[src/rtl/alu_result_stage.sv]
// Result buffer behind the ALU: DEPTH-entry FIFO of {opcode, result} with valid/ready on both sides.
// Optional head flags (out_zero/out_neg) are built only when ALU_RESULT_FLAGS_EN is defined.
module alu_result_stage #(
   parameter int DEPTH = 2,
   parameter int WIDTH = 32
) (
   input  logic                       clk,
   input  logic                       clr_n,
   input  logic                       in_valid,
   output logic                       in_ready,
   input  logic [WIDTH-1:0]           in_result,
   input  logic [3:0]                 in_opcode,
   input  logic                       flush,
   output logic                       out_valid,
   input  logic                       out_ready,
   output logic [WIDTH-1:0]           out_data,
   output logic [3:0]                 out_opcode,
   output logic                       out_zero,
   output logic                       out_neg,
   output logic [$clog2(DEPTH):0]     count,
   output logic [1:0]                 occ_state
);

   // Handshake: a transfer happens on a rising edge where valid && ready; ready never depends on valid.
   localparam int AW = $clog2(DEPTH);
   localparam int PW = AW + 1;

   typedef enum logic [1:0] {
      ST_EMPTY   = 2'd0,
      ST_PARTIAL = 2'd1,
      ST_FULL    = 2'd2
   } occ_state_t;

   logic [WIDTH+3:0] mem [DEPTH];
   logic [PW-1:0]    wptr, rptr, wptr_d, rptr_d, count_d;
   logic [WIDTH+3:0] head;
   logic             full, empty, push, pop;
   occ_state_t       state_q, state_d;

   assign full      = (wptr[AW-1:0] == rptr[AW-1:0]) && (wptr[AW] != rptr[AW]);
   assign empty     = (wptr == rptr);
   assign in_ready  = !full;
   assign out_valid = !empty;
   assign push      = in_valid && in_ready;
   assign pop       = out_valid && out_ready;
   assign count     = wptr - rptr;
   assign occ_state = state_q;

   always_comb begin
      wptr_d  = wptr;
      rptr_d  = rptr;
      state_d = state_q;
      if (flush) begin
         wptr_d = '0;
         rptr_d = '0;
      end else begin
         if (push) wptr_d = wptr + PW'(1);
         if (pop)  rptr_d = rptr + PW'(1);
      end
      count_d = wptr_d - rptr_d;
      if (count_d == '0)
         state_d = ST_EMPTY;
      else if (count_d == PW'(DEPTH))
         state_d = ST_FULL;
      else
         state_d = ST_PARTIAL;
   end

   always_ff @(posedge clk or negedge clr_n) begin
      if (!clr_n) begin
         wptr    <= '0;
         rptr    <= '0;
         state_q <= ST_EMPTY;
      end else begin
         wptr    <= wptr_d;
         rptr    <= rptr_d;
         state_q <= state_d;
      end
   end

   // Storage is deliberately left unreset; only the pointers define what is valid.
   always_ff @(posedge clk) begin
      if (push && !flush) mem[wptr[AW-1:0]] <= {in_opcode, in_result};
   end

   assign head       = mem[rptr[AW-1:0]];
   assign out_data   = head[WIDTH-1:0];
   assign out_opcode = head[WIDTH+3:WIDTH];

`ifdef ALU_RESULT_FLAGS_EN
   assign out_zero = (out_data == '0) && out_valid;
   assign out_neg  = out_data[WIDTH-1] && out_valid;
`else
   assign out_zero = 1'b0;
   assign out_neg  = 1'b0;
`endif

endmodule

[config.mk]
export PLATFORM = sky130hd
export DESIGN_NAME = alu_result_stage
export DESIGN_NICKNAME = d
export VERILOG_FILES = /design/src/rtl/alu_result_stage.sv
export SDC_FILE = /design/constraint.sdc
export NUM_CORES = 1
export LEC_CHECK = 0
export CAP_MARGIN = 20
export CORE_UTILIZATION = 48
export DETAILED_ROUTE_END_ITERATION = 8
export PLACE_DENSITY = 0.8
export REMOVE_ABC_BUFFERS = 1
export SLEW_MARGIN = 20
export SYNTH_ARGS = -nofsm -noshare
export SYNTH_HDL_FRONTEND = slang
export SYNTH_SLANG_ARGS = --single-unit
[constraint.sdc]
create_clock -name clk -period 5.44 [get_ports clk]
set_clock_uncertainty 0.05 [all_clocks]
set_input_delay 1.36 -clock clk [delete_from_list [all_inputs] [get_ports clk]]
set_output_delay 1.36 -clock clk [all_outputs]
set_load 0.01 [all_outputs]
==> summary by stage, run 1 <==
Min path
The worst-case hold path end point is occ_state[1]$_DFF_PN0_. Counting instances, the worst hold path has a depth of 1. The min-delay analysis places its worst path in the category reg2reg. In this run the most critical hold path is launched from wptr[0]$_DFF_PN0_.

Flow run
The count of maximum capacitance violations is 0.

Timing
The minimum period implied by the final worst setup slack is roughly 3.7 ns. Headroom to the max-slew limit came out at 0.662. The number of hold violations in the final report is 0. The sum of negative setup slack is 0 ns.

The max-slew violation count was 0. For the pin with the worst max-slew slack, the measured transition is 0.507 ns. The tightest hold path in the finished design has a slack of a little under 0.6 ns. Setup repair after global routing left no endpoint under its margin.

The number of failing setup endpoints in the final timing report is 0. The share of the cycle needed by the critical path after routing is 0.680. The maximum clock frequency is between 0.2 and 0.3 GHz.

Clocking
The clock transition at the register clock pins on the worst setup and hold paths after CTS is approximately 0.080 ns. In this run the post-CTS setup repair buffer count came out at 0. The root buffer selected by CTS is sky130_fd_sc_hd__clkbuf_8. The number of gates resized after CTS is 0. The CTS tree is built. The total CTS buffers is 9. The insertion delay to the later sink of the worst-skew pair is approximately 0.34 ns. The longest clock path from root to sink contains 2 buffers. The number of clock sinks is 78. The hold buffer count at CTS is 0. The number of levels the H-tree was split into is 3.

Route
The vias per cell is 5.05. After detailed routing, the total wire length is 5490 um. The final routed DRC violation total is 0. The detail route stage leaves a number of antenna-violating nets equal to 0.

The vias after detailed routing is between 1500 and 2000. In this run, the number of DRC markers left after iteration 0 of detailed routing was 88. The first detailed-routing pass ran for 4 iterations. After detailed routing, the average wire length per cell comes to 16.3 um.

Yosys
The post-synthesis adder-cell area fraction is 0.00406. The share of the synthesized area in compound gates (AO/OA/AOI/OAI) is 0.0438. After synthesis, the largest family of logic cells by area is multiplexers. The number of synthesized flops with an enable pin is around 70. The share of the Yosys chip area taken by registers is 0.750.

Of the total synthesized cell area, the portion taken by AND, OR, NAND and NOR gates is 0.0223. The mean instance size in the synthesized netlist is 18.2 um^2. The cell area that synthesis handed to floorplanning was 0.00308 mm^2.

The number of synthesis warnings is 0. Of the total synthesized cell area, the portion taken by XOR and XNOR cells is 0.0223. The proportion of synthesized flip-flops having asynchronous set or reset is 0.0769. The number of synthesized register bits is 78. The mux contribution to synthesized area is 0.135. The number of distinct library cells after synthesis is 31.

Synthesis produced 169 cells. Among all flip-flop cells after synthesis, the most frequent one is sky130_fd_sc_hd__edfxtp_1.

Finish
The repair_antennas step left the layout with diodes totalling 0. At the end of the flow, the number of nets in the layout was roughly 300. The top cell types in the final layout, fill and taps aside, are sky130_fd_sc_hd__clkdlybuf4s50_1 (82), sky130_fd_sc_hd__edfxtp_1 (72), sky130_fd_sc_hd__mux2_2 (29), sky130_fd_sc_hd__clkbuf_8 (9), sky130_fd_sc_hd__mux2_1 (8). For this run, the share of the core covered by cells in the final layout is 0.690. The leading cell type in the layout, fill and taps excluded is sky130_fd_sc_hd__clkdlybuf4s50_1.

In the final layout, the share of cells above drive strength 1 is 0.215. The layout filler cell count is 423. The area growth from synthesis to layout is 35.6%.

Power and ir drop
Of the total power, the share spent switching nets is 0.278. The power density normalized to cell area is 407 mW/mm^2. The combinational share of power is 0.312. The clock share of power is 0.249. The share of total power dissipated in sequential elements is 0.439. The worst IR drop on VDD is 0.318 mV. The internal power summed over all cells is 1230 uW. Overall power consumption after layout is estimated at 1700 uW. For this design the static power due to leakage is between 0.001 and 0.0015 uW. The power dissipated by switching net loads is about 470 uW.

Critical path
On the critical path the largest part of the delay comes from buffers and inverters. Data arrives at the worst endpoint at 2.29 ns. The start-to-end type of the worst setup path is reg2out. The register-to-register path setup slack is between 3 and 4 ns. The launching point of the worst reg2reg path is rptr[0]$_DFF_PN0_. The worst endpoint required time is 4.03 ns. STA classifies the critical path endpoint as a primary output. For this run, the slowest stage of the critical path takes 0.66 ns. Traced cell by cell, the critical path runs through buf_4 -> mux2_2 -> clkdlybuf4s50_1.

The critical path launch point is rptr[0]$_DFF_PN0_. Among all stages on the critical path, the largest delay is contributed by sky130_fd_sc_hd__dfrtp_2. The critical path crosses 3 cells after its start point. The capturing point of the worst reg2reg path is mem[1][7]$_DFFE_PP_. The element type at the critical path start is a register.

Measured in cells, the most critical reg-to-reg path has a length of 5. Counting both buffers and inverters, the worst setup path holds a total of 2. The critical-path maximum fanout is 25.

Floorplanning
The core region is 0.00606 mm^2. The die covers 0.00675 mm^2. The count of boundary I/O pins is 85. The horizontal extent of the die is between 80 and 90 um. The initial utilization of the core area, before any placement, comes to 0.509. The vertical extent of the die is 82.2 um. In this run the core area contains 28 standard-cell rows.

Status
The run finished with clean final reports.

Place
At the end of routability-driven placement, the weighted congestion stood at 0.800. The post-DP HPWL is 3570 um. The count of port buffers added during placement is 82.

Global routing
For this run, the total global-route usage over all layers was measured as 0.179. The number of global-route vias before repair is 1798. The first global-routing pass estimated 8430 um of wire. The total overflow left after global routing is 0.

The initial antenna violation count is 0. The maximum number of pins on one net before global-route repair is 37.
[per-layer routing]
metal	vias to the layer above	routed length [um]	track usage	share of wire
met4	0	79	0.0737	0.014
li1	815	-	-	-
met1	818	2420	0.237	0.44
met3	6	328	0.0593	0.060
met5	-	0	0	0
met2	57	2660	0.273	0.48
[how the worst max path moves through the flow]
stage | endpoint
final | out_data[7]
after global routing | out_data[28]
after detailed placement | out_data[3]
after global placement | out_data[7]
after floorplan | mem[0][0]$_DFFE_PP_
after CTS | out_data[3]
[flip-flops by register name, indices dropped and copies added, names as in the netlist]
signal and flops:
wptr 2, rptr 2, occ_state 2, mem 72
[power by group through the flow]
stage          clock network, uW  logic (uW)  registers, uW
3_5_place_dp                   0         532            761
5_1_grt                      455         570            753
6_report                     423         531            746
3_3_place_gp                   0         531            758
2_1_floorplan                  0         257            772
4_1_cts                      435         537            748
[worst reg2reg max path: cells and delay by family, from the launching register on]
family	cells	cell delay, ns
adder cells (fa/ha/maj)	1	0.45
buffers and inverters	1	0.44
flip-flops	1	0.66
AND/OR/NAND/NOR	3	0.36
[area by class of cell]
cell class	instances	area (um^2)	area share
tap	75	93.8	0.0224
inverter	4	15.0	0.00359
timing repair buffer	85	843	0.202
multi-input combinational	78	719	0.172
sequential	78	2310	0.553
clock buffer	9	124	0.0296
clock inverter	7	72.6	0.0174
[logic make-up after synthesis]
| group | after synthesis |
|---|---|
| AO/OA/AOI/OAI | 16 |
| adder cells (fa/ha/maj) | 1 |
| AND/OR/NAND/NOR | 15 |
| XOR/XNOR | 7 |
| flip-flops | 78 |
| other | 1 |
| multiplexers | 37 |
| buffers and inverters | 14 |
[metrics by stage]
stage | std cells | area (um^2) | worst slack [ns]
6_report | 336 | 4180 | 1.74
5_1_grt | 336 | 4180 | 1.63
4_1_cts | 336 | 4180 | 1.69
3_5_place_dp | 320 | 3990 | 2.09
3_3_place_gp | 320 | 3990 | 2.09
2_1_floorplan | 160 | 3040 | 0.507
[cell usage after synthesis, types with 2 or more instances]
library cell / n / area share
sky130_fd_sc_hd__edfxtp_1: 72 / 0.70
sky130_fd_sc_hd__mux2_2: 29 / 0.11
sky130_fd_sc_hd__mux2_1: 8 / 0.029
sky130_fd_sc_hd__nand2_1: 7 / 0.0085
sky130_fd_sc_hd__dfrtp_1: 6 / 0.049
sky130_fd_sc_hd__buf_2: 5 / 0.0081
sky130_fd_sc_hd__a21oi_1: 4 / 0.0065
sky130_fd_sc_hd__inv_1: 4 / 0.0049
sky130_fd_sc_hd__xnor2_1: 4 / 0.011
sky130_fd_sc_hd__nor3_1: 3 / 0.0049
sky130_fd_sc_hd__a211oi_1: 2 / 0.0049
sky130_fd_sc_hd__buf_4: 2 / 0.0049
sky130_fd_sc_hd__clkbuf_1: 2 / 0.0024
sky130_fd_sc_hd__nor2_1: 2 / 0.0024
sky130_fd_sc_hd__o211ai_1: 2 / 0.0049
sky130_fd_sc_hd__xor2_1: 2 / 0.0057
Note: power is estimated with default switching activity, not from simulation.
==> run 2: changes to the inputs <==
--- a/config.mk
+++ b/config.mk
@@ -6,9 +6,9 @@
 export NUM_CORES = 1
 export LEC_CHECK = 0
 export CAP_MARGIN = 20
-export CORE_UTILIZATION = 48
+export CORE_UTILIZATION = 43
 export DETAILED_ROUTE_END_ITERATION = 8
-export PLACE_DENSITY = 0.8
+export PLACE_DENSITY = 0.76
 export REMOVE_ABC_BUFFERS = 1
 export SLEW_MARGIN = 20
 export SYNTH_ARGS = -nofsm -noshare
==> constraint.sdc (replaced) <==
create_clock -name clk -period 3 [get_ports clk]
set_clock_uncertainty 0.05 [all_clocks]
set_input_delay 0.75 -clock clk [delete_from_list [all_inputs] [get_ports clk]]
set_output_delay 0.75 -clock clk [all_outputs]
set_load 0.01 [all_outputs]
==> summary by stage, run 2 (synthesized netlist as in run 1, its figures left out) <==
Clocking
The number of clock sinks is 78. The CTS tree is built. The total CTS buffers is 9.

The clock transition at the register clock pins on the worst setup and hold paths after CTS is approximately 0.07 ns. Clock latency on the worst-skew pair, taken at its later pin, is 0.34 ns. The number of levels the H-tree was split into is 3. The root buffer selected by CTS is sky130_fd_sc_hd__clkbuf_8. The number of buffers on the longest clock path is 2. The post-CTS setup buffer count is 0.

Route
Dividing the detail-routed wire length by the instance count gives 14.8 um. The total wire length is 5330 um. In the routed layout, each cell is associated on average with a via count of around 4.9.

The wire length the detailed router placed on met1 is between 2000 and 2500 um. Summed over all nets, wire length on met3 after detailed routing comes to 349 um. Signal routing reaches up to met4. The first TritonRoute pass finished after 4 iterations.

The number of antenna-violating nets in the routed design is 0. The number of violations reported at the end of detailed-routing iteration 0 is 38. The vias after detailed routing is 1749. The final routed DRC violation total is 0. The routed length on met2 is 2640 um.

Place
Prior to clock tree synthesis, the placed netlist has a worst setup slack of about 0.45 ns. Counting tap cells, the placed design contains a total of 344 instances. Summed over all nets, the half-perimeter wirelength after detailed placement is roughly 3600 um.

Routability-driven placement finished with a final weighted congestion of 0.760. The count of port buffers added during placement is around 80.

Floorplanning
The horizontal extent of the die is 86.7 um. The count of boundary I/O pins is 85. The initial utilization of the core area, before any placement, comes to 0.449. Measured along the y axis, the die boundary spans 86.7 um. The floorplan step defined a die boundary enclosing 0.00752 mm^2. The core area is 0.00687 mm^2. Row generation in the floorplan step produced 30 rows.

Timing
In the final timing run, aggregate negative setup slack is 0 ns. The share of the cycle needed by the critical path after routing is 0.952. Setup violations remaining at the end of the flow were counted as 0.

For the pin with the worst max-slew slack, the measured transition is between 0.5 and 0.6 ns. The max-slew violation count is 0. The number of hold violations in the final report is 0. The maximum clock frequency is 0.350 GHz.

Measured against its own limit, the worst slew margin works out to 0.660. The worst path needs ~2.9 ns of the cycle, external delays included. The tightest hold path in the finished design has a slack of 0.598 ns.

The final worst setup slack is ~0.14 ns. Setup repair after global routing left no endpoint under its margin.

Status
The flow ran to the end, and the final reports show no timing, DRC or antenna violations.

Critical path
Data arrives at the worst endpoint at 2.06 ns. The highest-delay cell along the critical path is sky130_fd_sc_hd__clkdlybuf4s50_1. The element type at the critical path start is a register.

The top cell family by delay on the critical path is buffers and inverters. The worst setup path is captured at a primary output. The critical path launch point is wptr[0]$_DFF_PN0_. The capturing point of the worst reg2reg path is mem[1][3]$_DFFE_PP_. The critical path ends at in_ready. Of all nets on the critical path, the largest fanout is 11. The logic depth of the worst path, buffers included is 4. The number of cells on the worst reg-to-reg path is 6.

The critical path is of the reg2out type. Traced cell by cell, the critical path runs through inv_1 -> ha_2 -> nand2_1 -> clkdlybuf4s50_1. The worst endpoint required time is 2.20 ns.

For flop-to-flop paths, the worst setup slack is 0.85 ns. The worst register-to-register path begins at wptr[0]$_DFF_PN0_. In this design, the stage delay of the slowest critical-path cell is ~0.5 ns. The sum of buffers and inverters on the critical path is 2.

Global routing
The number of global-route vias before repair came to about 1800. The maximum number of pins on one net before global-route repair is 26. In the global route stage, overall resource usage came out at 0.154. The initial antenna violation count came to 0.

The wire length of the first global-routing pass is ~8400 um. The overflow left after global routing is 0.

Finish
The library cell used most frequently in the layout, excluding fill and tap cells, is sky130_fd_sc_hd__clkdlybuf4s50_1. Counting the fill cells in the layout gives 507. The top cell types in the final layout, fill and taps aside, are sky130_fd_sc_hd__clkdlybuf4s50_1 (82), sky130_fd_sc_hd__edfxtp_1 (72), sky130_fd_sc_hd__mux2_2 (29), sky130_fd_sc_hd__clkbuf_8 (9), sky130_fd_sc_hd__mux2_1 (8). The register cell area after layout is 0.00231 mm^2.

Summing all multi-input logic gate instances after layout gives around 720 um^2. In the final layout, the share of cells above drive strength 1 is 0.220. The area growth from synthesis to layout is 37.0%. The total inserted antenna cells is 0. Excluding fillers, the count of instances in the completed layout stands at 360. The register with the most flip-flops in the layout has 72 of them. The final net count is ~300. The end-of-flow core utilization is 0.615.

Flow run
Max-cap violations in this run came to 0.

Power and ir drop
The analysis attributes to cell leakage a power of 0.00145 uW. The worst-case IR drop observed on VDD is between 0.3 and 0.4 mV. For this design the ratio of total power to cell area is ~730 mW/mm^2.

Min path
The worst hold-check path type is reg2reg.
==> run 2: cell types whose count changed in the layout (fill, tap and decap cells not counted), sizes merged <==
cell / previous run / this run
clkinv: 3 / 4
clkinvlp: 2 / 0
clkbuf: 9 / 10
buf: 3 / 6
==> run 2: metal layers <==
metal,track usage,vias to the layer above
met1,0.187,845
li1,-,826
met4,0.0727,0
met3,0.0581,6
met2,0.245,72
met5,0,-
==> run 2: worst min-delay path by stage <==
stage,start,end,slack [ns],cells past startpoint
floorplan,clr_n,occ_state[0]$_DFF_PN0_,0.40,0
global placement,wptr[0]$_DFF_PN0_,occ_state[1]$_DFF_PN0_,0.54,1
detailed placement,wptr[0]$_DFF_PN0_,occ_state[1]$_DFF_PN0_,0.57,1
CTS,wptr[0]$_DFF_PN0_,occ_state[1]$_DFF_PN0_,0.59,1
global route,wptr[0]$_DFF_PN0_,occ_state[1]$_DFF_PN0_,0.61,1
finish,wptr[0]$_DFF_PN0_,occ_state[1]$_DFF_PN0_,0.60,1
==> run 2: through the flow <==
stage / instance area (um^2) / power (uW)
2_1_floorplan: 3040 / 1870
3_3_place_gp: 4030 / 2350
3_5_place_dp: 4030 / 2360
4_1_cts: 4220 / 3110
5_1_grt: 4230 / 3230
6_report: 4230 / 3080
==> run 2: area by class of cell <==
class	count	area share
Sequential cell	78	0.548
Timing Repair Buffer	88	0.205
Multi-Input combinational cell	78	0.171
Clock buffer	10	0.0302
Tap cell	96	0.0284
Clock inverter	6	0.0145
Inverter	4	0.00355
==> run 2: timing repair <==
item / 4_1_cts / 5_1_grt
hold buffers: 0 / 0
gates resized for setup: 0 / 1
endpoints found under the setup margin: 0 / 2
==> run 2: power by group <==
group	total, uW	switching (uW)	internal, uW
combinational	1020	448	569
clock	745	362	383
sequential	1320	31.8	1290
==> run 2: worst reg2reg max path, stage by stage (launching register included) <==
cell and delay, ns:
sky130_fd_sc_hd__dfrtp_1 0.48, sky130_fd_sc_hd__inv_1 0.15, sky130_fd_sc_hd__ha_2 0.39, sky130_fd_sc_hd__nand2_1 0.14, sky130_fd_sc_hd__nand2_1 0.11, sky130_fd_sc_hd__nor3_2 0.18
sky130_fd_sc_hd__buf_4 0.33
